--- config.mk ---
export PLATFORM = sky130hd
export DESIGN_NAME = regfile_multiport_flat
export DESIGN_NICKNAME = d
export VERILOG_FILES = /design/src/rtl/regfile_pkg.sv /design/src/rtl/regfile_multiport_if.sv /design/src/rtl/regfile_scoreboard.sv /design/src/rtl/regfile_multiport.sv /design/src/flat_wrapper.sv
export SDC_FILE = /design/constraint.sdc
export NUM_CORES = 2
export LEC_CHECK = 0
export BUFFER_PORTS_ARGS = -buffer_cell sky130_fd_sc_hd__buf_2
export CORE_MARGIN = 2
export CORE_UTILIZATION = 35
export DETAILED_ROUTE_END_ITERATION = 10
export GPL_TIMING_DRIVEN = 1
export PLACE_DENSITY = 0.61
export RECOVER_POWER = 100
export SYNTH_ARGS = -nofsm -noshare
export SYNTH_HDL_FRONTEND = slang
export SYNTH_HIERARCHICAL = 1
export SYNTH_SLANG_ARGS = --single-unit
--- constraint.sdc ---
create_clock -name clock -period 3.3 [get_ports clock]
set_input_delay 0.165 -clock clock [delete_from_list [all_inputs] [get_ports clock]]
set_output_delay 0.165 -clock clock [all_outputs]
set_load 0.02 [all_outputs]
--- src/rtl/regfile_pkg.sv ---
// Shared constants and types for the multiport register file.
// Holds default geometry and the init sweep state encoding.
package regfile_pkg;

  localparam int DEF_DATA_W   = 32;
  localparam int DEF_NUM_REGS = 32;
  localparam int DEF_NUM_RD   = 2;

  typedef enum logic {
    IDLE,
    SWEEP
  } init_state_t;

endpackage

--- src/rtl/regfile_multiport_if.sv ---
// Bus bundle for the multiport register file.
// master drives addresses/writes; slave returns read data.
interface regfile_multiport_if
  import regfile_pkg::*;
#(
  parameter int DATA_W   = DEF_DATA_W,
  parameter int NUM_REGS = DEF_NUM_REGS,
  parameter int NUM_RD   = DEF_NUM_RD
);

  localparam int ADDR_W = $clog2(NUM_REGS);

  logic [NUM_RD*ADDR_W-1:0] rd_addr;
  logic [NUM_RD*DATA_W-1:0] rd_data;
  logic [NUM_RD-1:0]        rd_pending;
  logic                     wr_en;
  logic [ADDR_W-1:0]        wr_addr;
  logic [DATA_W-1:0]        wr_data;
  logic                     rsv_en;
  logic [ADDR_W-1:0]        rsv_addr;
  logic [ADDR_W-1:0]        dbg_addr;
  logic [DATA_W-1:0]        dbg_data;
  logic                     init_busy;

  modport master (
    output rd_addr, wr_en, wr_addr, wr_data,
    output rsv_en, rsv_addr, dbg_addr,
    input  rd_data, rd_pending, dbg_data, init_busy
  );

  modport slave (
    input  rd_addr, wr_en, wr_addr, wr_data,
    input  rsv_en, rsv_addr, dbg_addr,
    output rd_data, rd_pending, dbg_data, init_busy
  );

endinterface

--- src/rtl/regfile_scoreboard.sv ---
// Pending-bit scoreboard: reserve sets, committed write clears.
// Reads return the post-update bit, registered one cycle.
module regfile_scoreboard #(
  parameter int NUM_REGS = 32,
  parameter int NUM_RD   = 2,
  parameter bit ZERO_REG = 1'b0
) (
  input  logic                                clock,
  input  logic                                reset,
  input  logic                                busy_i,
  input  logic                                rsv_en_i,
  input  logic [$clog2(NUM_REGS)-1:0]         rsv_addr_i,
  input  logic                                clr_en_i,
  input  logic [$clog2(NUM_REGS)-1:0]         clr_addr_i,
  input  logic [NUM_RD*$clog2(NUM_REGS)-1:0]  rd_addr_i,
  output logic [NUM_RD-1:0]                   rd_pending_o
);

  localparam int ADDR_W = $clog2(NUM_REGS);

  logic [NUM_REGS-1:0] pend_q, pend_d;
  logic [NUM_RD-1:0]   rdp_q, rdp_d;
  logic                rsv_ok;

  assign rsv_ok = rsv_en_i && !busy_i &&
                  !(ZERO_REG && rsv_addr_i == '0);

  // Next pending vector; reserve applied last so it wins a tie
  always_comb begin
    pend_d = pend_q;
    if (clr_en_i) pend_d[clr_addr_i] = 1'b0;
    if (rsv_ok)   pend_d[rsv_addr_i] = 1'b1;
  end

  // Read ports see the updated vector, forced to 0 while sweeping
  always_comb begin
    rdp_d = '0;
    if (!busy_i) begin
      for (int k = 0; k < NUM_RD; k++)
        rdp_d[k] = pend_d[rd_addr_i[k*ADDR_W +: ADDR_W]];
    end
  end

  // Scoreboard and read-register state
  always_ff @(posedge clock) begin
    if (reset) begin
      pend_q <= '0;
      rdp_q  <= '0;
    end else begin
      pend_q <= pend_d;
      rdp_q  <= rdp_d;
    end
  end

  assign rd_pending_o = rdp_q;

endmodule

--- src/rtl/regfile_multiport.sv ---
// Multiport register file with init sweep, bypass and scoreboard.
// Define REGFILE_ZERO_REG_EN to hardwire register 0 to zero.
module regfile_multiport
  import regfile_pkg::*;
#(
  parameter int DATA_W   = DEF_DATA_W,
  parameter int NUM_REGS = DEF_NUM_REGS,
  parameter int NUM_RD   = DEF_NUM_RD
) (
  input logic                clock,
  input logic                reset,
  regfile_multiport_if.slave bus
);

  localparam int ADDR_W = $clog2(NUM_REGS);
  localparam logic [ADDR_W-1:0] LAST = ADDR_W'(NUM_REGS - 1);

`ifdef REGFILE_ZERO_REG_EN
  localparam bit ZERO_REG = 1'b1;
`else
  localparam bit ZERO_REG = 1'b0;
`endif

  logic [DATA_W-1:0]        mem_q [NUM_REGS];
  init_state_t              state_q, state_d;
  logic [ADDR_W-1:0]        cnt_q, cnt_d;
  logic                     busy;
  logic                     sweep_we;
  logic                     wr_ok;
  logic [NUM_RD*DATA_W-1:0] rd_data_q, rd_data_d;
  logic [DATA_W-1:0]        dbg_q, dbg_d;

  assign busy  = (state_q == SWEEP);
  assign wr_ok = bus.wr_en && !busy &&
                 !(ZERO_REG && bus.wr_addr == '0);

  // Init FSM state register; reset restarts the sweep at 0
  always_ff @(posedge clock) begin
    if (reset) begin
      state_q <= SWEEP;
      cnt_q   <= '0;
    end else begin
      state_q <= state_d;
      cnt_q   <= cnt_d;
    end
  end

  // Init FSM next state: one register per cycle, stop at the last
  always_comb begin
    state_d  = state_q;
    cnt_d    = cnt_q;
    sweep_we = 1'b0;
    case (state_q)
      SWEEP: begin
        sweep_we = 1'b1;
        if (cnt_q == LAST) state_d = IDLE;
        else               cnt_d = cnt_q + ADDR_W'(1);
      end
      default: ;
    endcase
  end

  // Storage: sweep fills reg[i]=i, else the write port commits
  always_ff @(posedge clock) begin
    if (!reset) begin
      if (sweep_we)   mem_q[cnt_q]       <= DATA_W'(cnt_q);
      else if (wr_ok) mem_q[bus.wr_addr] <= bus.wr_data;
    end
  end

  function automatic logic [DATA_W-1:0] rd_word(
    input logic [ADDR_W-1:0] a
  );
    if (ZERO_REG && a == '0)
      return '0;
    else if (wr_ok && a == bus.wr_addr)
      return bus.wr_data;
    else
      return mem_q[a];
  endfunction

  // Read muxing with write bypass, zero while sweeping
  always_comb begin
    rd_data_d = '0;
    dbg_d     = '0;
    if (!busy) begin
      for (int k = 0; k < NUM_RD; k++)
        rd_data_d[k*DATA_W +: DATA_W] =
          rd_word(bus.rd_addr[k*ADDR_W +: ADDR_W]);
      dbg_d = rd_word(bus.dbg_addr);
    end
  end

  // Registered read outputs
  always_ff @(posedge clock) begin
    if (reset) begin
      rd_data_q <= '0;
      dbg_q     <= '0;
    end else begin
      rd_data_q <= rd_data_d;
      dbg_q     <= dbg_d;
    end
  end

  regfile_scoreboard #(
    .NUM_REGS (NUM_REGS),
    .NUM_RD   (NUM_RD),
    .ZERO_REG (ZERO_REG)
  ) u_sb (
    .clock        (clock),
    .reset        (reset),
    .busy_i       (busy),
    .rsv_en_i     (bus.rsv_en),
    .rsv_addr_i   (bus.rsv_addr),
    .clr_en_i     (wr_ok),
    .clr_addr_i   (bus.wr_addr),
    .rd_addr_i    (bus.rd_addr),
    .rd_pending_o (bus.rd_pending)
  );

  assign bus.rd_data   = rd_data_q;
  assign bus.dbg_data  = dbg_q;
  assign bus.init_busy = busy;

endmodule

--- src/flat_wrapper.sv ---
// flat-port wrapper written by rule: the top's interface ports become plain ports
module regfile_multiport_flat import regfile_pkg::*;
#(
  parameter int DATA_W   = DEF_DATA_W,
  parameter int NUM_REGS = DEF_NUM_REGS,
  parameter int NUM_RD   = DEF_NUM_RD
)
  (clock, reset, bus_rd_addr, bus_wr_en, bus_wr_addr, bus_wr_data, bus_rsv_en, bus_rsv_addr, bus_dbg_addr, bus_rd_data, bus_rd_pending, bus_dbg_data, bus_init_busy);
  regfile_multiport_if #(.DATA_W(DATA_W), .NUM_REGS(NUM_REGS), .NUM_RD(NUM_RD)) bus_i ();
  input logic clock;
  input logic reset;
  input wire logic [$bits(bus_i.rd_addr)-1:0] bus_rd_addr;
  input wire logic [$bits(bus_i.wr_en)-1:0] bus_wr_en;
  input wire logic [$bits(bus_i.wr_addr)-1:0] bus_wr_addr;
  input wire logic [$bits(bus_i.wr_data)-1:0] bus_wr_data;
  input wire logic [$bits(bus_i.rsv_en)-1:0] bus_rsv_en;
  input wire logic [$bits(bus_i.rsv_addr)-1:0] bus_rsv_addr;
  input wire logic [$bits(bus_i.dbg_addr)-1:0] bus_dbg_addr;
  output wire logic [$bits(bus_i.rd_data)-1:0] bus_rd_data;
  output wire logic [$bits(bus_i.rd_pending)-1:0] bus_rd_pending;
  output wire logic [$bits(bus_i.dbg_data)-1:0] bus_dbg_data;
  output wire logic [$bits(bus_i.init_busy)-1:0] bus_init_busy;
  assign bus_i.rd_addr = bus_rd_addr;
  assign bus_i.wr_en = bus_wr_en;
  assign bus_i.wr_addr = bus_wr_addr;
  assign bus_i.wr_data = bus_wr_data;
  assign bus_i.rsv_en = bus_rsv_en;
  assign bus_i.rsv_addr = bus_rsv_addr;
  assign bus_i.dbg_addr = bus_dbg_addr;
  assign bus_rd_data = bus_i.rd_data;
  assign bus_rd_pending = bus_i.rd_pending;
  assign bus_dbg_data = bus_i.dbg_data;
  assign bus_init_busy = bus_i.init_busy;
  regfile_multiport #(.DATA_W(DATA_W), .NUM_REGS(NUM_REGS), .NUM_RD(NUM_RD)) u_core (.clock(clock), .reset(reset), .bus(bus_i));
endmodule
==> results.toml <==
[status]
status = "complete, but fails checks"
violations = "max-capacitance violations, max-slew violations"

[route]
vias_per_cell = 6.70
drt-total-wl_um = 248000
ant_nets = 0
via_count = 44993
firstDrtPassIters = 6
drc_errors = 0
detail_route.iter0.violations = 7327
wl_per_cell_um = 36.9

[setup_path]
r2r-end = "u_core/bus.dbg_data[3]"
startpoint_type = "flop"
critPathRequiredTime_ns = 3.92
r2r_slack_ns = 0.02
crit_type = "flop to flop"
ff2ff_path_depth = 8
critical_path_arrival_ns = 3.90
crit_path_end_kind = "flop"
r2r-start = "u_core/bus.init_busy"
startpoint = "u_core/bus.init_busy"
endpoint = "u_core/bus.dbg_data[3]"
cp_max_fo = 32

[synth]
ys_seq_elements = 1160
synth_compound_area_frac = 0.0900
synthFlopType = "edfxtp_1"
synth-xor-area-share = 0.00183
synthMuxAreaShare = 0.294
synth_cell_types = 78
ys.warnings.count = 6
syn_area_um2 = 62200
yosys.area_share.simple = 0.0430
syn_nets = 4057
synthArstFlopShare = 0
synthCells = 3994
synth-adder-area-share = 0.000402
syn_area_per_cell_um2 = 15.6
synth_seq_area_share = 0.538
synth_top_family_by_area = "multiplexers"
synth_edf_count = 1024

[timing]
tightest_slew_ns = 1.53
fin_crit_sh = 0.994
slew_headroom = -0.0213
worst_slack_ns = 0.0201
hold_viol = 0
grt_setup_unrepaired = "false"
setup_viol = 0
fmax_ghz = 0.305
finClkSkew_ns = 0.0352
whs_ns = 0.0501
maxSlewViolCount = 35
period_needed_ns = 3.28

[clock_tree]
worstSkewPairLatency_ns = 0.79
cts_tree = "done"
cts_resized = 0
root_buffer = "clkbuf_16"
tritoncts.num_buffers = 134
htree_levels = 4
cts_sinks = 1160
clkTransAtPathRegs_ns = 0.06
clk_path_buf_depth = 3
post_cts_buffers = 0

[floorplan]
io_pins = 160
die_area_um2 = 181000
core_area_um2 = 176000
start_util = 0.353
rows = 154
die_w_um = 426
die_height_um = 426

[final_layout]
fin_nets = 4327
postLayoutCellArea_um2 = 71700
final_cell_count_no_fill = 6719
multi_input_area_um2 = 26800
utilization = 0.407
drive_gt1_frac = 0.270
seq_area_um2 = 33500
area_growth_syn_to_layout_pct = 15.2
num-fill-cells = 16001

[placement]
place_inst = 6424
io_buffers = 159
place_area_um2 = 67600
hpwlAfterDp_um = 152000
dpl_worst_slack_ns = 0.228
gp_congestion = 0.900

[worst_hold_path]
hold_depth = 3
hold_path_class = "input port to flop"

[global_routing]
grt_usage = 0.270
grt_pass1_wl_um = 344000
grt_pass1_vias = 43315
antenna_found_initial = 8
grt_max_degree = 58
gr-total-overflow = 0

[power]
ir_drop_mv = 0.371
power.leakage_nw = 23.1
powerDensity_nw_per_um2 = 484

[flow_run]
drv_cap = 1
how the worst min path moves through the flow:
stage                                startpoint                endpoint  slack, ns
after global placement    u_core/u_sb/pend_q[9]   u_core/u_sb/pend_q[9]       0.49
after detailed placement  u_core/u_sb/pend_q[0]   u_core/u_sb/pend_q[0]       0.50
final                           bus_dbg_addr[2]  u_core/bus.dbg_data[2]       0.05
after floorplan                  bus_wr_data[1]  u_core/bus.dbg_data[1]       0.35
after CTS                            bus_rsv_en  u_core/u_sb/pend_q[13]     0.0008
after global routing            bus_dbg_addr[2]  u_core/bus.dbg_data[2]       0.06
metrics by stage:
stage	setup TNS [ns]	total power, W
after global placement	0	0.0198
after detailed placement	0	0.0198
final	0	0.0347
after CTS	0	0.0348
after global routing	0	0.0354
after floorplan	-120.54	0.0184
report_power, final:
| part | internal [W] | switching [W] |
|---|---|---|
| Combinational | 0.00142 | 0.00219 |
| Clock | 0.00872 | 0.00642 |
| Sequential | 0.0159 | 0.0000668 |
| Total | 0.0260 | 0.00868 |
cell usage after synthesis, types with 67 or more instances:
master	instances	area, um^2
mux4_2	612	13800
nand3_1	67	335
edfxtp_1	1024	30700
buf_2	72	360
a21oi_1	170	851
clkbuf_1	158	593
nand2_1	165	619
a221oi_1	78	683
mux2i_1	447	4470
o21ai_0	146	731
a22oi_1	81	608
nor2_1	173	649
dfxtp_1	136	2720
a221o_1	84	841
timing repair:
item / CTS / global route
endpoints found under the hold margin: 134 / 0
hold buffers: 44 / 0
setup endpoints to repair: 0 / 0
per-layer routing:
layer,wire [um],vias up,share of wire,track usage
met3,33600,692,0.14,0.0739
met1,90300,23048,0.36,0.358
met4,13400,8,0.054,0.126
li1,-,17376,-,-
met5,52,-,0.00021,0
met2,111000,3869,0.45,0.410
state kept, by name, summed over array words and instances, names as in the netlist:
register                  flops
u_core/mem_q               1024
u_core/bus.dbg_data          32
u_core/u_sb/rd_pending_o      2
u_core/bus.rd_data           64
u_core/bus.init_busy          1
u_core/u_sb/pend_q           32
u_core/cnt_q                  5
cells in the final DEF (no fill, tap or decap), drive strengths merged, types with 85 or more instances in the layout:
| cell | synthesis | layout |
|---|---|---|
| edfxtp | 1024 | 1024 |
| mux4 | 612 | 612 |
| mux2i | 448 | 448 |
| clkbuf | 158 | 364 |
| buf | 196 | 263 |
| nor2 | 173 | 173 |
| a21oi | 170 | 170 |
| nand2 | 167 | 167 |
| o21ai | 156 | 156 |
| dfxtp | 136 | 136 |
| a22oi | 85 | 85 |
worst max-delay path: stages (launching register included):
cell	delay (ns)
dfxtp_1	0.36
or3b_1	0.57
clkbuf_1	0.25
and3_1	0.23
o32ai_2	0.28
nor4_1	0.12
buf_12	0.24
a2111oi_0	0.96
a311oi_1	0.12
kinds of logic after synthesis:
logic type,count (synthesis)
AO/OA/AOI/OAI,798
adder cells (fa/ha/maj),2
flip-flops,1160
AND/OR/NAND/NOR,564
XOR/XNOR,13
multiplexers,1062
buffers and inverters,395
area by class of cell:
type,instances,share of cell area
multi-input cells,2439,0.374
inverters,41,0.00229
well taps,2340,0.0408
diodes,2,0.0000698
clock buffers,183,0.0516
clock inverters,66,0.00996
repair buffers,488,0.0540
flip-flops and latches,1160,0.467
(Power assumes the default switching activity.)
